===== config.mk =====
export PLATFORM = sky130hd
export DESIGN_NAME = if_fetch_queue
export DESIGN_NICKNAME = d
export VERILOG_FILES = /design/src/rtl/if_fetch_queue.sv
export SDC_FILE = /design/constraint.sdc
export NUM_CORES = 1
export LEC_CHECK = 0
export CAP_MARGIN = 20
export CORE_MARGIN = 2
export CORE_UTILIZATION = 35
export CTS_CLUSTER_DIAMETER = 150
export DETAILED_ROUTE_END_ITERATION = 7
export PLACE_DENSITY = 0.6
export SLEW_MARGIN = 20
export SYNTH_ARGS = -nofsm -noshare
export SYNTH_HDL_FRONTEND = slang
export SYNTH_SLANG_ARGS = --single-unit

===== constraint.sdc =====
create_clock -name clk -period 3.67 [get_ports clk]
set_input_delay 0.9175 -clock clk [delete_from_list [all_inputs] [get_ports clk]]
set_output_delay 0.9175 -clock clk [all_outputs]
set_load 0.02 [all_outputs]

===== src/rtl/if_fetch_queue.sv =====
// Instruction-fetch stage with a DEPTH-entry prefetch queue of {pc, instruction} pairs.
// Issues single-outstanding sequential reads and supports redirect with flush.
module if_fetch_queue #(
  parameter int unsigned      WIDTH    = 16,
  parameter int unsigned      DEPTH    = 4,
  parameter logic [WIDTH-1:0] RESET_PC = 16'h0000
) (
  input  logic                       clk,
  input  logic                       reset,
  output logic                       mem_read,
  output logic [WIDTH-1:0]           mem_address,
  input  logic                       mem_resp,
  input  logic [WIDTH-1:0]           mem_rdata,
  input  logic                       redirect_en,
  input  logic [WIDTH-1:0]           redirect_pc,
  input  logic                       deq,
  output logic                       valid_out,
  output logic [WIDTH-1:0]           instr_out,
  output logic [WIDTH-1:0]           pc_out,
  output logic                       stall,
  output logic [$clog2(DEPTH+1)-1:0] count_out
);

  localparam int unsigned   CW   = $clog2(DEPTH + 1);
  localparam int unsigned   PW   = $clog2(DEPTH);
  localparam logic [CW-1:0] FULL = CW'(DEPTH);

  typedef enum logic [1:0] {IDLE, REQ, DROP} state_t;

  state_t           state_q, state_d;
  logic [WIDTH-1:0] fetch_pc_q, fetch_pc_d;
  logic [WIDTH-1:0] drop_addr_q, drop_addr_d;
  logic [CW-1:0]    count_q, count_d;
  logic [PW-1:0]    head_q, head_d;
  logic [PW-1:0]    tail_q, tail_d;
  logic [WIDTH-1:0] pc_mem_q [DEPTH];
  logic [WIDTH-1:0] pc_mem_d [DEPTH];
  logic [WIDTH-1:0] instr_mem_q [DEPTH];
  logic [WIDTH-1:0] instr_mem_d [DEPTH];
  logic             do_push;
  logic             do_deq;

  always_comb begin
    state_d     = state_q;
    fetch_pc_d  = fetch_pc_q;
    drop_addr_d = drop_addr_q;
    count_d     = count_q;
    head_d      = head_q;
    tail_d      = tail_q;
    pc_mem_d    = pc_mem_q;
    instr_mem_d = instr_mem_q;
    do_push     = (state_q == REQ) && mem_resp;
    do_deq      = deq && (count_q != '0);

    if (redirect_en) begin
      count_d    = '0;
      head_d     = '0;
      tail_d     = '0;
      fetch_pc_d = redirect_pc;
      unique case (state_q)
        REQ: begin
          if (mem_resp) begin
            state_d = IDLE;
          end else begin
            state_d     = DROP;
            drop_addr_d = fetch_pc_q;
          end
        end
        // A response landing in the same cycle retires the dropped request.
        DROP:    state_d = mem_resp ? IDLE : DROP;
        default: state_d = IDLE;
      endcase
    end else begin
      if (do_push) begin
        pc_mem_d[tail_q]    = fetch_pc_q;
        instr_mem_d[tail_q] = mem_rdata;
        tail_d              = tail_q + PW'(1);
        fetch_pc_d          = fetch_pc_q + WIDTH'(2);
      end
      if (do_deq) begin
        head_d = head_q + PW'(1);
      end
      count_d = count_q + CW'(do_push) - CW'(do_deq);
      unique case (state_q)
        IDLE:    state_d = (count_d < FULL) ? REQ : IDLE;
        REQ:     if (mem_resp) state_d = (count_d < FULL) ? REQ : IDLE;
        DROP:    if (mem_resp) state_d = IDLE;
        default: state_d = IDLE;
      endcase
    end
  end

  always_ff @(posedge clk) begin
    if (reset) begin
      state_q     <= IDLE;
      fetch_pc_q  <= RESET_PC;
      drop_addr_q <= '0;
      count_q     <= '0;
      head_q      <= '0;
      tail_q      <= '0;
    end else begin
      state_q     <= state_d;
      fetch_pc_q  <= fetch_pc_d;
      drop_addr_q <= drop_addr_d;
      count_q     <= count_d;
      head_q      <= head_d;
      tail_q      <= tail_d;
    end
  end

  always_ff @(posedge clk) begin
    pc_mem_q    <= pc_mem_d;
    instr_mem_q <= instr_mem_d;
  end

  assign mem_read    = (state_q != IDLE);
  assign mem_address = (state_q == DROP) ? drop_addr_q : fetch_pc_q;
  assign valid_out   = (count_q != '0);
  assign stall       = ~valid_out;
  assign count_out   = count_q;
  assign instr_out   = instr_mem_q[head_q];
  assign pc_out      = pc_mem_q[head_q];

endmodule


Word-level counts from Yosys, hierarchy flattened
Cells that the tools add are included.
{ "totals": {"reg_bits": 169, "input_bits": 37, "output_inout_bits": 54, "word_cells": 64} }
{ "classes": {"add_sub_neg": 5, "order_cmp": 4, "eq_ne": 4, "n_mux": 20, "bitwise_logic": 5, "reduce_logical": 12} }
{ "ops": {"columns": ["operator", "count"], "rows": [
  ["64-bit bitwise mux", 2],
  ["16-bit 2-to-1 mux", 8],
  ["16-bit binary-select mux with 2-bit select", 2],
  ["16-bit demux with 2-bit select", 1],
  ["16-bit by 2-bit adder with 16-bit output, second input constant", 1],
  ["2-bit 2-to-1 mux", 5],
  ["3-bit >= comparator, second input constant", 2],
  ["3-bit inequality test, second input constant", 2],
  ["2-bit NOT with 3-bit output", 2],
  ["2-bit one-hot mux with 3 select lines", 1],
  ["2-bit by 1-bit adder with 2-bit output, second input constant", 2],
  ["2-bit AND reduction", 2],
  ["2-bit nonzero test", 2],
  ["2-bit OR reduction", 2],
  ["3-bit by 1-bit adder with 3-bit output", 1],
  ["1-bit logical AND", 3],
  ["3-bit by 1-bit less-than comparator with 1-bit output, second input constant", 1],
  ["3-bit less-than comparator, second input constant", 1],
  ["1-bit NOT", 3],
  ["3-bit AND reduction", 1],
  ["3-bit nonzero test", 1],
  ["3-bit by 1-bit subtractor with 3-bit output", 1],
  ["2-bit by 1-bit equality test with 1-bit output, second input constant", 1],
  ["2-bit equality test, second input constant", 1],
  ["2 further kinds", 2]
]} }

Logic depth before layout (Yosys ltp)
{ "logic_depth": {"word_depth": 9, "depth_mapped": 13, "mapped_depth_nobuf": 11} }

Least setup slack after synthesis
OpenSTA, ideal clock, no wires.
{ "synth_timing": {"path_type": "input -> register", "start": "input port mem_resp", "end": "register state_q[0]", "setup_ns": 0.070, "arrival_ns": 2.916, "required_ns": 3.600, "path_slack_ns": 0.683, "stages": 11, "path_buffers": 2, "cell_sequence": "and2_1 buf_2 buf_2 xnor2_1 ha_1 inv_1 fa_1 xnor2_1 xnor2_1 or4_1 a21oi_1"} }
{ "synth_between": {"elab_chain_cells": 8, "word_cells_on_any_way": 11, "classes_between": "add/sub (2); order compare (1); eq/ne (2); mux (4); reduce/logical (2)"} }
{ "synth_rtl": {"columns": ["item", "line", "rtl"], "rows": [
  ["start: declaration", "12", "input logic mem_resp,"],
  ["1-bit logical AND", "52", "do_push = (state_q == REQ) && mem_resp;"],
  ["3-bit by 1-bit adder with 3-bit output", "83", "count_d = count_q + CW'(do_push) - CW'(do_deq);"],
  ["3-bit by 1-bit subtractor with 3-bit output", "83", null],
  ["3-bit less-than comparator", "85, 86", null],
  ["1-bit 2-to-1 mux", "85, 86", null],
  ["2-bit 2-to-1 mux", "86", "REQ: if (mem_resp) state_d = (count_d < FULL) ? REQ : IDLE;"],
  ["2-bit one-hot mux with 3 select lines", "84", "unique case (state_q)"],
  ["2-bit 2-to-1 mux", "55", "if (redirect_en) begin"],
  ["end signal: assignment", "102", "state_q <= state_d;"],
  ["end: declaration", "30", "state_t state_q, state_d;"]
]} }
Parallel ways exist; a longest one is shown, timed or not. The select of a mux whose other input is x is not followed.
A chain may end at the register's enable or synchronous reset.

Final worst setup path
{ "layout_timing": {"start": "register state_q[0]", "end": "output port mem_address[13]"} }
{ "layout_between": {"elab_chain_cells": 2} }
{ "layout_rtl": {"columns": ["item", "line", "rtl"], "rows": [
  ["2-bit equality test", "117", "assign mem_address = (state_q == DROP) ? drop_addr_q : fetch_pc_q;"],
  ["16-bit 2-to-1 mux", "117", null],
  ["end: declaration", "11", "output logic [WIDTH-1:0] mem_address,"]
]} }
No other way between the ends.

==> metrics.csv <==
stage;metric;value;unit
clock_network;TritonCTS clock tree;built;
power_and_ir_drop;pwr/cell area;489;mW/mm2
timing;Fin Clk Skew;0.00828;ns
timing;Max transition margin;45.9;%
clock_network;H-tree level count;4;
worst_setup_path;CP Class;flop to primary output;
timing;setup_tns;0;ns
global_route;grt total ovfl;0;
timing;worst slew pin tran;0.812;ns
layout;multi-input logic area;0.00193;mm2
route;DRT iter0 DRCs;231;
route;first-pass iteration count of the detailed router;4;
floorplan;Initial Util;35.8;%
timing;Fin. Hold Viols;0;
worst_setup_path;CP Capture Type;primary output;
clock_network;clock transition at the registers of the reported paths;0.06;ns
global_route;initial antenna violation count;0;
timing;Final Slew Violations;0;
clock_network;CTS max path bufs;2;
floorplan;num rows;50;
timing;RSZ-0062 raised after global routing;no;
layout;register area;0.00467;mm2
layout;most common cell after layout, fill and taps aside;edfxtp_1;
global_route;number of global-route vias before repair;3971;
place;GPL Wtd Cong;0.738;
floorplan;core area;0.0188;mm2
worst_setup_path;worst-path maximum fanout;17;
logic_synthesis;post-synthesis register bit count;169;
layout;Filler cells;1635;
global_route;Total GRT Usage;14.1;%
clock_network;cts hold-fix bufs;0;
logic_synthesis;YS warnings;0;
logic_synthesis;register area share after synthesis;69.1;%
route;Final ANT Viol Nets;0;
worst_setup_path;delay-heaviest family, CP;adder cells;
clock_network;worst-skew pair later-pin latency;0.42;ns
floorplan;Die Wd;143;um
clock_network;total setup buffers inserted after CTS;0;
global_route;largest net degree at the start of global routing;35;
worst_setup_path;CP cell instances;inv_1 > ha_1 > mux2_2 > clkdlybuf4s50_1;
worst_setup_path;crit path buf inv count;2;
power_and_ir_drop;Max VDD drop;338;uV
worst_setup_path;Setup crit start kind;flop;
route;Remaining DRCs;0;
layout;most frequent cells in the layout;edfxtp_1, clkdlybuf4s50_1, nand2_1, dfxtp_1, mux4_2;
floorplan;Die Ht;143;um
layout;share of cells above drive strength 1;18.5;%
clock_network;CTS resizes;0;
clock_network;TritonCTS Buffers;17;
layout;Final #Nets;564;
route;Vias;3839;
floorplan;die area;0.0204;mm2
route;drt total wl;13700;um
timing;Final Setup Violations;0;
timing;fin crit share;92.8;%
place;IO buf count;90;
worst_setup_path;Crit-path slowest cell;ha_1;
worst_setup_path;crit-path max cell delay;0.69;ns
timing;Fin Hold WS;0.455;ns
worst_setup_path;CP required;2.75;ns
status;outcome;completed;
logic_synthesis;synth unique cells;36;
timing;Min Clock Period, post-route;3.41;ns
clock_network;Root Driver;clkbuf_16;
hold_path;worst hold path type;flop to flop;
power_and_ir_drop;total power;4.22;mW
logic_synthesis;syn_area_per_cell;16.0;um2
global_route;first-pass GRT wire length;21400;um
logic_synthesis;Syn Inst Count;422;
layout;Antenna Cells;0;
layout;Area Growth Syn to Fin;27.8;%
logic_synthesis;post-synth net total;469;
worst_setup_path;Data arrival, critical path;2.49;ns
clock_network;# clock sinks;169;
job;max-cap viol count;0;
route;DR WL/cell;17.4;um
timing;maximum clock rate;294;MHz
floorplan;IO Pins;91;
place;dpl hpwl;8810;um
route;vias per cell;4.86;
power_and_ir_drop;Leakage;2.79;nW
logic_synthesis;post-synthesis cell area;0.00675;mm2
==> routing by layer <==
metal | up-vias | global-route usage [%] | routed length (um)
met5 | - | 0 | 0
met4 | 0 | 5.37 | 148
met3 | 16 | 3.25 | 612
met2 | 99 | 23.0 | 6590
met1 | 1922 | 18.3 | 6370
li1 | 1802 | - | -
==> flip-flops by register name, indices dropped and copies added (netlist names) <==
register     cells
instr_mem_q     64
pc_mem_q        64
drop_addr_q     16
fetch_pc_q      16
count_out        3
head_q           2
state_q          2
tail_q           2
==> synth_stat cells (all sizes together) <==
library cell | number | area share [%]
a211oi | 10 | 1.1
a21oi | 20 | 1.5
a22oi | 1 | 0.11
a311oi | 2 | 0.26
a31oi | 1 | 0.093
and2 | 5 | 0.46
and3 | 7 | 0.67
and4 | 4 | 0.56
buf | 10 | 0.87
clkbuf | 16 | 0.89
dfxtp | 41 | 12
edfxtp | 128 | 57
fa | 1 | 0.30
ha | 9 | 1.7
inv | 9 | 0.50
mux2 | 16 | 2.7
mux2i | 1 | 0.15
mux4 | 32 | 11
nand2 | 43 | 2.4
nand3 | 6 | 0.52
nand4 | 7 | 0.65
nor2 | 22 | 1.2
nor2b | 2 | 0.19
nor3 | 1 | 0.074
o22ai | 3 | 0.28
o31ai | 1 | 0.11
or2 | 2 | 0.19
or3 | 1 | 0.093
or4 | 2 | 0.22
xnor2 | 5 | 0.65
xor2 | 14 | 1.8
==> report_power, final <==
group	total [mW]	switching (mW)	internal (mW)
Clock	1.83	0.743	1.08
Sequential	2.12	0.0357	2.08
Combinational	0.270	0.133	0.137
Total	4.22	0.912	3.30
==> cell type report <==
class	count	share of cell area [%]
inverters	9	0.392
flip-flops and latches	169	54.1
clock buffers	17	4.93
clock inverters	15	2.16
multi-input cells	218	22.4
repair buffers	102	12.2
well taps	260	3.77
==> worst min-delay path: stages (launching register included) <==
cell and delay, ns:
dfxtp_1 0.31, nand2_1 0.05, a21oi_1 0.05
==> path summary, 6_finish.rpt <==
path              startpoint         endpoint  slack [ns]  cells after the start
max               state_q[0]  mem_address[13]        0.26                      4
min reg2reg  drop_addr_q[10]  drop_addr_q[10]        0.46                      2
min          drop_addr_q[10]  drop_addr_q[10]        0.46                      2
max reg2reg     count_out[1]       state_q[0]        1.02                     10
==> stage by stage <==
stage	util (%)	instance area (um2)	setup slack, ns	instances
after global routing	45.8	8620	0.139	790
after detailed placement	42.5	8010	0.312	758
after floorplan	-	6750	0.683	422
after global placement	42.5	8010	0.362	758
final	45.8	8620	0.264	790
after CTS	45.8	8620	0.252	790
==> cell families after synthesis <==
kind of cell / share of synthesized area [%]
flip-flops: 69.1
AND/OR/NAND/NOR: 7.23
AO/OA/AOI/OAI: 3.45
buffers and inverters: 2.26
adder cells (fa/ha/maj): 1.97
XOR/XNOR: 2.47
multiplexers: 13.5
(Power assumes the default switching activity.)
